**config.mk**
```make
export PLATFORM = sky130hd
export DESIGN_NAME = sync_fifo_flags
export DESIGN_NICKNAME = d
export VERILOG_FILES = /design/src/rtl/fifo_pkg.sv /design/src/rtl/fifo_mem_dp.sv /design/src/rtl/sync_fifo_flags.sv
export SDC_FILE = /design/constraint.sdc
export NUM_CORES = 1
export LEC_CHECK = 0
export BUFFER_PORTS_ARGS = -buffer_cell sky130_fd_sc_hd__clkbuf_2
export CELL_PAD_IN_SITES_DETAIL_PLACEMENT = 0
export CELL_PAD_IN_SITES_GLOBAL_PLACEMENT = 1
export CORE_UTILIZATION = 45
export DETAILED_ROUTE_END_ITERATION = 6
export GPL_TIMING_DRIVEN = 0
export PLACE_DENSITY = 0.81
export SYNTH_ARGS = -nofsm -noshare
export SYNTH_HDL_FRONTEND = slang
export SYNTH_SLANG_ARGS = --single-unit
```
**constraint.sdc**
```tcl
create_clock -name i_clk -period 4 [get_ports i_clk]
set_clock_uncertainty 0.2 [all_clocks]
set_input_delay 0.8 -clock i_clk [delete_from_list [all_inputs] [get_ports i_clk]]
set_output_delay 0.8 -clock i_clk [all_outputs]
set_load 0.005 [all_outputs]
```
**src/rtl/fifo_pkg.sv**
```systemverilog
// fifo_pkg: shared widths, depth helper and read-mode encoding for sync_fifo_flags
package fifo_pkg;
  localparam int DATA_WIDTH_DEF = 8;
  localparam int ADDR_WIDTH_DEF = 4;
  typedef enum logic {RD_REGISTERED = 1'b0, RD_FWFT = 1'b1} read_mode_e;
  function automatic int depth_of(input int addr_width);
    return 1 << addr_width;
  endfunction
  function automatic read_mode_e read_mode(input int fwft);
    return fwft != 0 ? RD_FWFT : RD_REGISTERED;
  endfunction
endpackage

```
**src/rtl/fifo_mem_dp.sv**
```systemverilog
// fifo_mem_dp: dual-port array, synchronous write, asynchronous read
module fifo_mem_dp
  import fifo_pkg::*;
#(
  parameter int DATA_WIDTH = DATA_WIDTH_DEF,
  parameter int ADDR_WIDTH = ADDR_WIDTH_DEF
) (
  input  logic                  i_clk,
  input  logic                  i_we,
  input  logic [ADDR_WIDTH-1:0] i_waddr,
  input  logic [DATA_WIDTH-1:0] i_wdata,
  input  logic [ADDR_WIDTH-1:0] i_raddr,
  output logic [DATA_WIDTH-1:0] o_rdata
);
  logic [DATA_WIDTH-1:0] mem_q [depth_of(ADDR_WIDTH)];
  always_ff @(posedge i_clk)
    if (i_we) mem_q[i_waddr] <= i_wdata;
  assign o_rdata = mem_q[i_raddr];
endmodule

```
**src/rtl/sync_fifo_flags.sv**
```systemverilog
// sync_fifo_flags: single-clock FIFO with count, programmable thresholds and sticky error flags
module sync_fifo_flags
  import fifo_pkg::*;
#(
  parameter int DATA_WIDTH = DATA_WIDTH_DEF,
  parameter int ADDR_WIDTH = ADDR_WIDTH_DEF,
  parameter int FWFT       = 1
) (
  input  logic                  i_clk,
  input  logic                  i_rst_n,
  input  logic                  i_winc,
  input  logic [DATA_WIDTH-1:0] i_wdata,
  input  logic                  i_rinc,
  input  logic                  i_clr_err,
  input  logic [ADDR_WIDTH:0]   i_afull_thresh,
  input  logic [ADDR_WIDTH:0]   i_aempty_thresh,
  output logic [DATA_WIDTH-1:0] o_rdata,
  output logic                  o_rvalid,
  output logic                  o_full,
  output logic                  o_empty,
  output logic                  o_almost_full,
  output logic                  o_almost_empty,
  output logic [ADDR_WIDTH:0]   o_count,
  output logic                  o_overflow,
  output logic                  o_underflow
);
  localparam read_mode_e MODE = read_mode(FWFT);
  localparam logic [ADDR_WIDTH:0] CNT_FULL = (ADDR_WIDTH+1)'(depth_of(ADDR_WIDTH));
  logic [ADDR_WIDTH:0] wptr_q, wptr_d, rptr_q, rptr_d, count_q, count_d;
  logic ovf_q, ovf_d, unf_q, unf_d, rvalid_q, rvalid_d, push_ok, pop_ok;
  logic [DATA_WIDTH-1:0] rdata_q, rdata_d, mem_rdata;
  fifo_mem_dp #(.DATA_WIDTH(DATA_WIDTH), .ADDR_WIDTH(ADDR_WIDTH)) u_mem (
    .i_clk  (i_clk),
    .i_we   (push_ok),
    .i_waddr(wptr_q[ADDR_WIDTH-1:0]),
    .i_wdata(i_wdata),
    .i_raddr(rptr_q[ADDR_WIDTH-1:0]),
    .o_rdata(mem_rdata)
  );
  assign o_full         = count_q == CNT_FULL;
  assign o_empty        = count_q == '0;
  assign o_almost_full  = count_q >= i_afull_thresh;
  assign o_almost_empty = count_q <= i_aempty_thresh;
  assign o_count        = count_q;
  assign o_overflow     = ovf_q;
  assign o_underflow    = unf_q;
  assign o_rdata        = MODE == RD_FWFT ? mem_rdata : rdata_q;
  assign o_rvalid       = MODE == RD_FWFT ? !o_empty : rvalid_q;
  // a full FIFO still accepts a push when a pop frees the head slot in the same cycle
  always_comb begin
    pop_ok   = i_rinc && !o_empty;
    push_ok  = i_winc && (!o_full || pop_ok);
    wptr_d   = push_ok ? wptr_q + 1'b1 : wptr_q;
    rptr_d   = pop_ok ? rptr_q + 1'b1 : rptr_q;
    count_d  = push_ok && !pop_ok ? count_q + 1'b1 :
               pop_ok && !push_ok ? count_q - 1'b1 : count_q;
    ovf_d    = (i_winc && !push_ok) || (ovf_q && !i_clr_err);
    unf_d    = (i_rinc && o_empty) || (unf_q && !i_clr_err);
    rvalid_d = pop_ok;
    rdata_d  = pop_ok ? mem_rdata : rdata_q;
  end
  always_ff @(posedge i_clk or negedge i_rst_n)
    if (!i_rst_n) begin
      wptr_q   <= '0;
      rptr_q   <= '0;
      count_q  <= '0;
      ovf_q    <= 1'b0;
      unf_q    <= 1'b0;
      rvalid_q <= 1'b0;
      rdata_q  <= '0;
    end else begin
      wptr_q   <= wptr_d;
      rptr_q   <= rptr_d;
      count_q  <= count_d;
      ovf_q    <= ovf_d;
      unf_q    <= unf_d;
      rvalid_q <= rvalid_d;
      rdata_q  <= rdata_d;
    end
endmodule

```
==> results of run 1 <==
==> cells in the mapped netlist <==
cell type / n
a21o_1: 2
a21oi_1: 14
a221oi_1: 8
a22o_1: 2
a22oi_1: 8
and2_1: 18
and3_4: 1
buf_1: 1
buf_2: 3
buf_4: 5
clkbuf_1: 5
dfrtp_1: 15
edfxtp_1: 128
fa_1: 1
ha_1: 19
inv_1: 20
inv_2: 2
mux2_2: 8
mux2i_1: 25
mux4_2: 16
nand2_1: 20
nand2_2: 1
nand2b_1: 1
nand3_1: 2
nand4_1: 2
nor2_1: 4
nor2b_1: 2
nor3_1: 1
nor3b_1: 2
nor4_4: 1
o21ai_0: 21
o21ai_4: 1
o22ai_1: 2
xnor2_1: 8
xor2_1: 2
==> worst max path at each step <==
stage                             to
after floorplan           o_count[4]
after global placement    o_rdata[0]
after detailed placement  o_rdata[0]
after CTS                 o_rdata[3]
after global routing      o_rdata[3]
final                     o_rdata[0]
==> final cells by class <==
class	count	area (um2)
clock inverters	14	213
repair buffers	42	210
clock buffers	18	429
plain buffers	14	75.1
flip-flops and latches	143	4220
multi-input cells	192	1720
well taps	176	220
inverters	22	82.6
fillers	1078	6080
==> power groups by stage <==
stage               Combinational (uW)  Sequential, uW  Clock [uW]
floorplan                         1130            1960           0
global placement                  1640            1990           0
detailed placement                1680            2000           0
CTS                               1690            1970        1730
global route                      1850            1990        1780
finish                            1680            1970        1720
==> critical path: stages (launching register included) <==
cell	delay, ns
dfrtp_1	0.37
buf_2	0.28
buf_1	0.57
mux4_2	0.45
a22oi_1	0.19
nand2_1	0.11
clkbuf_2	0.12
==> layer usage <==
metal | wire (um) | up-vias | track usage
met5 | 0 | - | 0
met4 | 275 | 0 | 0.0873
met3 | 484 | 25 | 0.0376
met2 | 6460 | 93 | 0.322
met1 | 5200 | 1723 | 0.243
li1 | - | 1547 | -
==> through the flow <==
stage / std cells / util / setup slack [ns]
final: 621 / 0.541 / 0.488
after global placement: 589 / 0.493 / 0.942
after floorplan: 371 / - / 1.30
after global routing: 621 / 0.541 / 0.376
after detailed placement: 589 / 0.493 / 0.927
after CTS: 621 / 0.541 / 0.476
==> cell families after synthesis <==
family                     Yosys count
muxes                               49
DFF                                143
xor gates and xnor gates            10
buffers and inverters               36
AOI/OAI and AO/OA                   58
and+or+nand+nor                     55
adders and majority gates           20
==> state kept, by name, summed over array words and instances (netlist names) <==
name and count:
u_mem.mem_q 128, o_count 5, rptr_q 4, wptr_q 4, o_overflow 1, o_underflow 1
==> metrics.md, run 1 <==
| Metric | Value |
|---|---|
| Count of distinct cell types in the synthesized netlist | 35 |
| Max-slew violation count | 0 |
| Pleak | 0.00268 uW |
| Fraction of power spent switching nets | 0.316 |
| DP HPWL | 8210 um |
| Fin Hold WS | 0.0978 ns |
| Mapped Area | 6090 um2 |
| Mapped Avg Cell Area | 16.4 um2 |
| Complex-gate fraction of the synthesized area | 0.0602 |
| Floorplan core area | 13200 um2 |
| Post-layout net count | 475 |
| Part of the total power dissipated in combinational logic | 0.313 |
| Area share of the largest cell type after synthesis | 0.631 |
| Number of gates given a new drive strength after cts | 0 |
| Total global routing overflow | 0 |
| Setup slack of the most critical reg-to-reg path | 1.10 ns |
| H-tree Lvls | 4 |
| Count of unresolved DRC violations after routing | 0 |
| Post-synthesis sequential element count | 143 |
| Sequential area share after synthesis | 0.693 |
| Reg clk slew, reported paths | 0.06 ns |
| Critical Path Sink Type | output port |
| Most common cell after layout, fill and taps aside | edfxtp_1 |
| Xor and xnor area share after synthesis | 0.0144 |
| RR Endpoint | o_count[4] |
| Wire length of the first global-routing pass | 19800 um |
| Vertical die dimension | 118 um |
| Crit path time final | 3.51 ns |
| F_max | 285 MHz |
| Count of vias placed by the detailed router | 3388 |
| Yosys top cell by area | edfxtp_1 |
| Starting density of the core | 0.460 |
| Internal cell power | 3670 uW |
| Number of nets with antenna violations after detailed routing | 0 |
| Fraction of final layout cells sized beyond drive strength 1 | 0.245 |
| Initial antenna violation count | 0 |
| Num Clock Sinks | 143 |
| Cell count after synthesis | 371 |
| Worst Setup Start Kind | flip-flop |
| Vias in the first global route | 3554 |
| Sum of internal, switching and leakage power | 5360 uW |
| Final period util | 0.878 |
| Buffers inserted by post-CTS timing repair | 0 |
| Worst min-delay path class | in -> async |
| Worst-path fanout max | 10 |
| Max Buffers Root-to-Sink | 2 |
| Final wirelength | 12400 um |
| GRT Total Usage | 0.193 |
| Total power divided by cell area | 749 nW/um2 |
| Syn Nets | 414 |
| Result of the run | completed |
| Adder-Cell Fraction of Synth Area | 0.0423 |
| Commonest cells after routing, fill and taps aside | edfxtp_1 (128), clkbuf_2 (42), mux2i_1 (25), o21ai_0 (21) |
| Total placed instance area | 6520 um2 |
| Proportion of power drawn by flip-flops and latches | 0.367 |
| Worst reg2reg startpoint | o_count[1] |
| DR pass1 iterations | 7 |
| Slew headroom | 0.543 |
| TNS Setup | 0 ns |
| Timing startpoint of the critical path | rptr_q[1] |
| Number of endpoints failing setup at the final stage | 0 |
| Maximum number of pins on one net before global-route repair | 17 |
| Clock root buffer | clkbuf_16 |
| Total net switching power | 1690 uW |
| Required time of the worst setup path | 3.00 ns |
| Die X | 118 um |
| Unrepaired setup endpoints after global routing | false |
| Leading cell types by total area after synthesis | edfxtp_1 (63%), dfrtp_1 (6.2%), mux4_2 (5.9%) |
| Number of inserted diodes | 0 |
| Post-synthesis to final-layout area growth | 17.6% |
| Post-synthesis mux area share | 0.115 |
| Max-cap check violation count | 0 |
| Worst setup path class | reg -> out |
| Dominant combinational cell family by area after synthesis | multiplexers |
| Per-cell routed wire length | 20.0 um |
| Total CTS buffers | 17 |
| Count of buffers inserted at the top-level ports | 42 |
| Actual transition at the worst max-transition pin | 0.685 ns |
| Post-DR vias/cell | 5.46 |
| Final-report hold violation count | 0 |
| Final GP Congestion | 0.764 |
| Initial drt markers | 265 |
| Boundary pin count | 43 |
| Worst vdd rail ir drop | 0.000406 V |
| Site row count | 42 |
| Worst Reg2Reg Path Length in Cells | 11 |
| Post-route design area | 7160 um2 |
| Cts-stage hold buffer count | 0 |
| Worst path arrival time | 2.51 ns |
| Simple-gate share of the synthesized area | 0.0497 |
| Clock group share of total power | 0.320 |
| Warning count from the yosys run | 0 |
| Insertion delay of the later-clocked pin in the worst-skew pair | 0.41 ns |
| Total die area | 14000 um2 |
| TritonCTS clock tree | done |
Note: power is estimated with default switching activity, not from simulation.
==> inputs of run 2 (changes only) <==
- RECOVER_POWER: default -> 25
==> metrics.md, run 2 (synthesis gave the netlist of run 1 again) <==
| Metric | Value |
|---|---|
| Worst vdd rail ir drop | 0.000405 V |
| Slowest stage cell on the critical path | buf_1 |
| Total net switching power | 1690 uW |
| Max Buffers Root-to-Sink | 2 |
| Num Clock Sinks | 143 |
| Buffers inserted by post-CTS timing repair | 0 |
| Worst reg2reg startpoint | o_count[1] |
| DR pass1 iterations | 5 |
| Starting density of the core | 0.460 |
| Total power divided by cell area | 748 nW/um2 |
| Fillcell total | 1079 |
| Final period util | 0.878 |
| Reg clk slew, reported paths | 0.06 ns |
| Max-slew violation count | 0 |
| Number of endpoints failing setup at the final stage | 0 |
| Sum of internal, switching and leakage power | 5350 uW |
| Number of gates given a new drive strength after cts | 0 |
| Count of unresolved DRC violations after routing | 0 |
| Crit path time final | 3.51 ns |
| Floorplan core area | 13200 um2 |
| Post-DR vias/cell | 5.40 |
| Internal cell power | 3670 uW |
| Vias in the first global route | 3554 |
| GRT Total Usage | 0.193 |
| Per-cell routed wire length | 20.1 um |
| Total CTS buffers | 17 |
| TritonCTS clock tree | done |
| Required time of the worst setup path | 3.00 ns |
| Number of inserted diodes | 0 |
| Clock root buffer | clkbuf_16 |
| Sequential standard cell area | 4220 um2 |
| Count of vias placed by the detailed router | 3354 |
| Total die area | 14000 um2 |
| Worst-path fanout max | 10 |
| Largest Register | u_mem.mem_q |
| Placement Setup Slack | 0.927 ns |
| Count of buffers inserted at the top-level ports | 42 |
| Worst setup path class | reg -> out |
| Fraction of final layout cells sized beyond drive strength 1 | 0.229 |
| Final core utilization | 0.540 |
| Post-synthesis to final-layout area growth | 17.5% |
| Total global routing overflow | 0 |
| Cts-stage hold buffer count | 0 |
| Most common cell after layout, fill and taps aside | edfxtp_1 |
| Max-cap check violation count | 0 |
| Initial drt markers | 225 |
| Slowest cell delay on critical path | 0.57 ns |
| Die X | 118 um |
| Result of the run | completed |
| Worst path arrival time | 2.51 ns |
| Proportion of power drawn by flip-flops and latches | 0.368 |
| Clock group share of total power | 0.320 |
| Wire length of the first global-routing pass | 19800 um |
| Setup slack of the most critical reg-to-reg path | 1.10 ns |
| Worst min-delay path class | in -> async |
| H-tree Lvls | 4 |
| Site row count | 42 |
| Unrepaired setup endpoints after global routing | false |
| Insertion delay of the later-clocked pin in the worst-skew pair | 0.41 ns |
| Fraction of power spent switching nets | 0.315 |
| Maximum number of pins on one net before global-route repair | 17 |
| Number of nets with antenna violations after detailed routing | 0 |
| Final GP Congestion | 0.764 |
| Vertical die dimension | 118 um |
| DP HPWL | 8210 um |
| Part of the total power dissipated in combinational logic | 0.312 |
| Largest register FFs | 128 |
| List of cells traversed by the critical path | buf_2 > buf_1 > mux4_2 > a22oi_1 > nand2_1 > clkbuf_2 |
| Worst Setup Start Kind | flip-flop |
| Final Worst Setup Slack | 0.490 ns |
| Slew headroom | 0.433 |
| Total area of multi-input combinational cells | 1720 um2 |
| F_max | 285 MHz |
| Initial antenna violation count | 0 |
| RR Endpoint | o_count[4] |
| Pleak | 0.00266 uW |
| Final-report hold violation count | 0 |
| Boundary pin count | 43 |
| Post-layout net count | 475 |
| Commonest cells after routing, fill and taps aside | edfxtp_1 (128), clkbuf_2 (35), mux2i_1 (25), o21ai_0 (21) |
| Worst Reg2Reg Path Length in Cells | 11 |
| Actual transition at the worst max-transition pin | 0.850 ns |
| Final wirelength | 12500 um |
| Critical Path Sink Type | output port |
| TNS Setup | 0 ns |
==> run 2: worst max path at each step <==
| stage | start | end | slack (ns) | cells past startpoint |
|---|---|---|---|---|
| finish | rptr_q[1] | o_rdata[0] | 0.49 | 6 |
| detailed placement | rptr_q[1] | o_rdata[0] | 0.93 | 6 |
| global placement | rptr_q[1] | o_rdata[0] | 0.94 | 6 |
| global route | rptr_q[1] | o_rdata[3] | 0.38 | 6 |
| CTS | rptr_q[1] | o_rdata[3] | 0.48 | 6 |
| floorplan | o_count[1] | o_count[4] | 1.30 | 11 |
==> run 2: final cells by class <==
cell class | instances | share of cell area
flip-flops and latches | 143 | 0.590
multi-input cells | 192 | 0.240
plain buffers | 14 | 0.0105
well taps | 176 | 0.0308
clock inverters | 14 | 0.0297
repair buffers | 42 | 0.0282
clock buffers | 18 | 0.0600
inverters | 22 | 0.0115
==> run 2: worst max-delay path: cells and delay by family, from the launching register on <==
| family | cells | cell delay [ns] |
|---|---|---|
| compound gates | 1 | 0.18 |
| simple gates | 1 | 0.10 |
| flops | 1 | 0.37 |
| mux | 1 | 0.45 |
| buf+inv | 3 | 0.96 |
==> run 2: layer usage <==
| layer | track usage | part of all wire |
|---|---|---|
| met5 | 0 | 0 |
| met4 | 0.0873 | 0.020 |
| met3 | 0.0376 | 0.056 |
| met2 | 0.322 | 0.52 |
| met1 | 0.243 | 0.40 |
==> run 2: power by group through the flow <==
stage          Combinational, uW  Sequential (uW)  Clock [uW]
2_1_floorplan               1130             1960           0
3_3_place_gp                1640             1990           0
3_5_place_dp                1680             2000           0
4_1_cts                     1690             1970        1730
5_1_grt                     1840             1990        1780
6_report                    1670             1970        1710
==> run 2: per-stage QoR <==
stage                     std cells  hold slack [ns]  area [um2]
after global routing            621            0.339        7160
final                           621            0.268        7160
after floorplan                 371            0.298        6090
after global placement          589            0.294        6520
after CTS                       621            0.101        7160
after detailed placement        589            0.297        6520
==> inputs of run 3 (changes only) <==
- CTS_BUF_LIST: default -> sky130_fd_sc_hd__clkbuf_8
==> metrics.md, run 3 (synthesis gave the netlist of run 1 again) <==
| Metric | Value |
|---|---|
| Result of the run | completed |
| Proportion of power drawn by flip-flops and latches | 0.400 |
| Final GP Congestion | 0.764 |
| Initial drt markers | 295 |
| Num Clock Sinks | 143 |
| Total global routing overflow | 0 |
| Wire length of the first global-routing pass | 19100 um |
| Slew headroom | 0.439 |
| Critical Path Sink Type | output port |
| Max Buffers Root-to-Sink | 2 |
| Number of nets with antenna violations after detailed routing | 0 |
| Worst setup path class | reg -> out |
| Number of endpoints failing setup at the final stage | 0 |
| Fin Hold WS | 0.240 ns |
| Post-layout net count | 475 |
| Worst reg2reg startpoint | o_count[1] |
| Vertical die dimension | 118 um |
| GRT Total Usage | 0.186 |
| Part of the total power dissipated in combinational logic | 0.339 |
| Floorplan core area | 13200 um2 |
| Fraction of final layout cells sized beyond drive strength 1 | 0.229 |
| Fillcell total | 1118 |
| Worst min-delay path class | in -> async |
| Initial antenna violation count | 0 |
| Most common cell after layout, fill and taps aside | edfxtp_1 |
| Maximum number of pins on one net before global-route repair | 17 |
| Insertion delay of the later-clocked pin in the worst-skew pair | 0.43 ns |
| Worst vdd rail ir drop | 0.000250 V |
| Final wirelength | 12000 um |
| Worst-path fanout max | 10 |
| Count of non-filler cells in the finished layout | 621 |
| Commonest cells after routing, fill and taps aside | edfxtp_1 (128), clkbuf_2 (35), mux2i_1 (25), inv_1 (21), o21ai_0 (21) |
| Count of vias placed by the detailed router | 3355 |
| Pleak | 0.00258 uW |
| Post-synthesis to final-layout area growth | 14.3% |
| Die X | 118 um |
| H-tree Lvls | 4 |
| Total instance count after detailed placement | 589 |
| F_max | 282 MHz |
| DR pass1 iterations | 4 |
| Largest register FFs | 128 |
| Fraction of power spent switching nets | 0.328 |
| Final-report hold violation count | 0 |
| Clock root buffer | clkbuf_8 |
| Starting density of the core | 0.460 |
| Max-slew violation count | 0 |
| Worst Setup Start Kind | flip-flop |
| Total CTS buffers | 17 |
| Clock group share of total power | 0.261 |
| Site row count | 42 |
| Post-DR vias/cell | 5.40 |
| RR Endpoint | o_count[4] |
| DP HPWL | 8210 um |
| Worst path arrival time | 2.54 ns |
| Internal cell power | 3300 uW |
| Total net switching power | 1610 uW |
| Count of buffers inserted at the top-level ports | 42 |
| Cts-stage hold buffer count | 0 |
| Crit path time final | 3.54 ns |
| Max-cap check violation count | 0 |
| TritonCTS clock tree | done |
| Total power divided by cell area | 705 nW/um2 |
| Final period util | 0.886 |
| Required time of the worst setup path | 3.00 ns |
| TNS Setup | 0 ns |
| Number of gates given a new drive strength after cts | 0 |
| Count of unresolved DRC violations after routing | 0 |
| Setup slack of the most critical reg-to-reg path | 1.10 ns |
| Buffers inserted by post-CTS timing repair | 0 |
| Largest Register | u_mem.mem_q |
| Vias in the first global route | 3454 |
| Unrepaired setup endpoints after global routing | false |
| Boundary pin count | 43 |
| Reg clk slew, reported paths | 0.08 ns |
| Number of inserted diodes | 0 |
| Worst Reg2Reg Path Length in Cells | 11 |
| Total die area | 14000 um2 |
| Actual transition at the worst max-transition pin | 0.842 ns |
| Per-cell routed wire length | 19.4 um |
==> run 3: area by class of cell <==
| type | instances | area (um2) | share of cell area |
|---|---|---|---|
| buffer | 14 | 75.1 | 0.0108 |
| multi-input combinational | 192 | 1720 | 0.246 |
| inverter | 22 | 82.6 | 0.0119 |
| clock inverter | 15 | 216 | 0.0311 |
| tap | 176 | 220 | 0.0316 |
| sequential | 143 | 4220 | 0.606 |
| clock buffer | 17 | 234 | 0.0336 |
| timing repair buffer | 42 | 201 | 0.0289 |
==> run 3: worst max path at each step <==
stage / cells past startpoint / slack, ns / endpoint / start
finish: 6 / 0.46 / o_rdata[0] / rptr_q[1]
global route: 6 / 0.37 / o_rdata[0] / rptr_q[1]
CTS: 6 / 0.44 / o_rdata[0] / rptr_q[1]
detailed placement: 6 / 0.93 / o_rdata[0] / rptr_q[1]
global placement: 6 / 0.94 / o_rdata[0] / rptr_q[1]
floorplan: 11 / 1.30 / o_count[4] / o_count[1]
==> run 3: per-layer routing <==
layer  wire (um)  GRT usage  part of all wire
met5           0          0                 0
met1        4980      0.236              0.41
met4         129     0.0561             0.011
met2        6410      0.319              0.53
met3         530     0.0391             0.044
==> run 3: power groups by stage <==
stage                     clock network, uW  logic (uW)  registers, uW
final                                  1280        1670           1960
after global placement                    0        1640           1990
after floorplan                           0        1130           1960
after CTS                              1300        1690           1970
after global routing                   1350        1840           1990
after detailed placement                  0        1680           2000
==> run 3: stage by stage <==
step	worst slack [ns]	power [uW]	util	instance area, um2
floorplan	1.30	3100	-	6090
global placement	0.942	3630	0.493	6520
CTS	0.438	4950	0.527	6970
finish	0.457	4910	0.526	6960
detailed placement	0.927	3680	0.493	6520
global route	0.366	5170	0.526	6960
==> run 3: worst max-delay path, stage by stage (launching register included) <==
cell and delay (ns):
dfrtp_1 0.38, buf_2 0.28, buf_1 0.56, mux4_2 0.45
a22oi_1 0.19, nand2_1 0.11, clkbuf_2 0.12
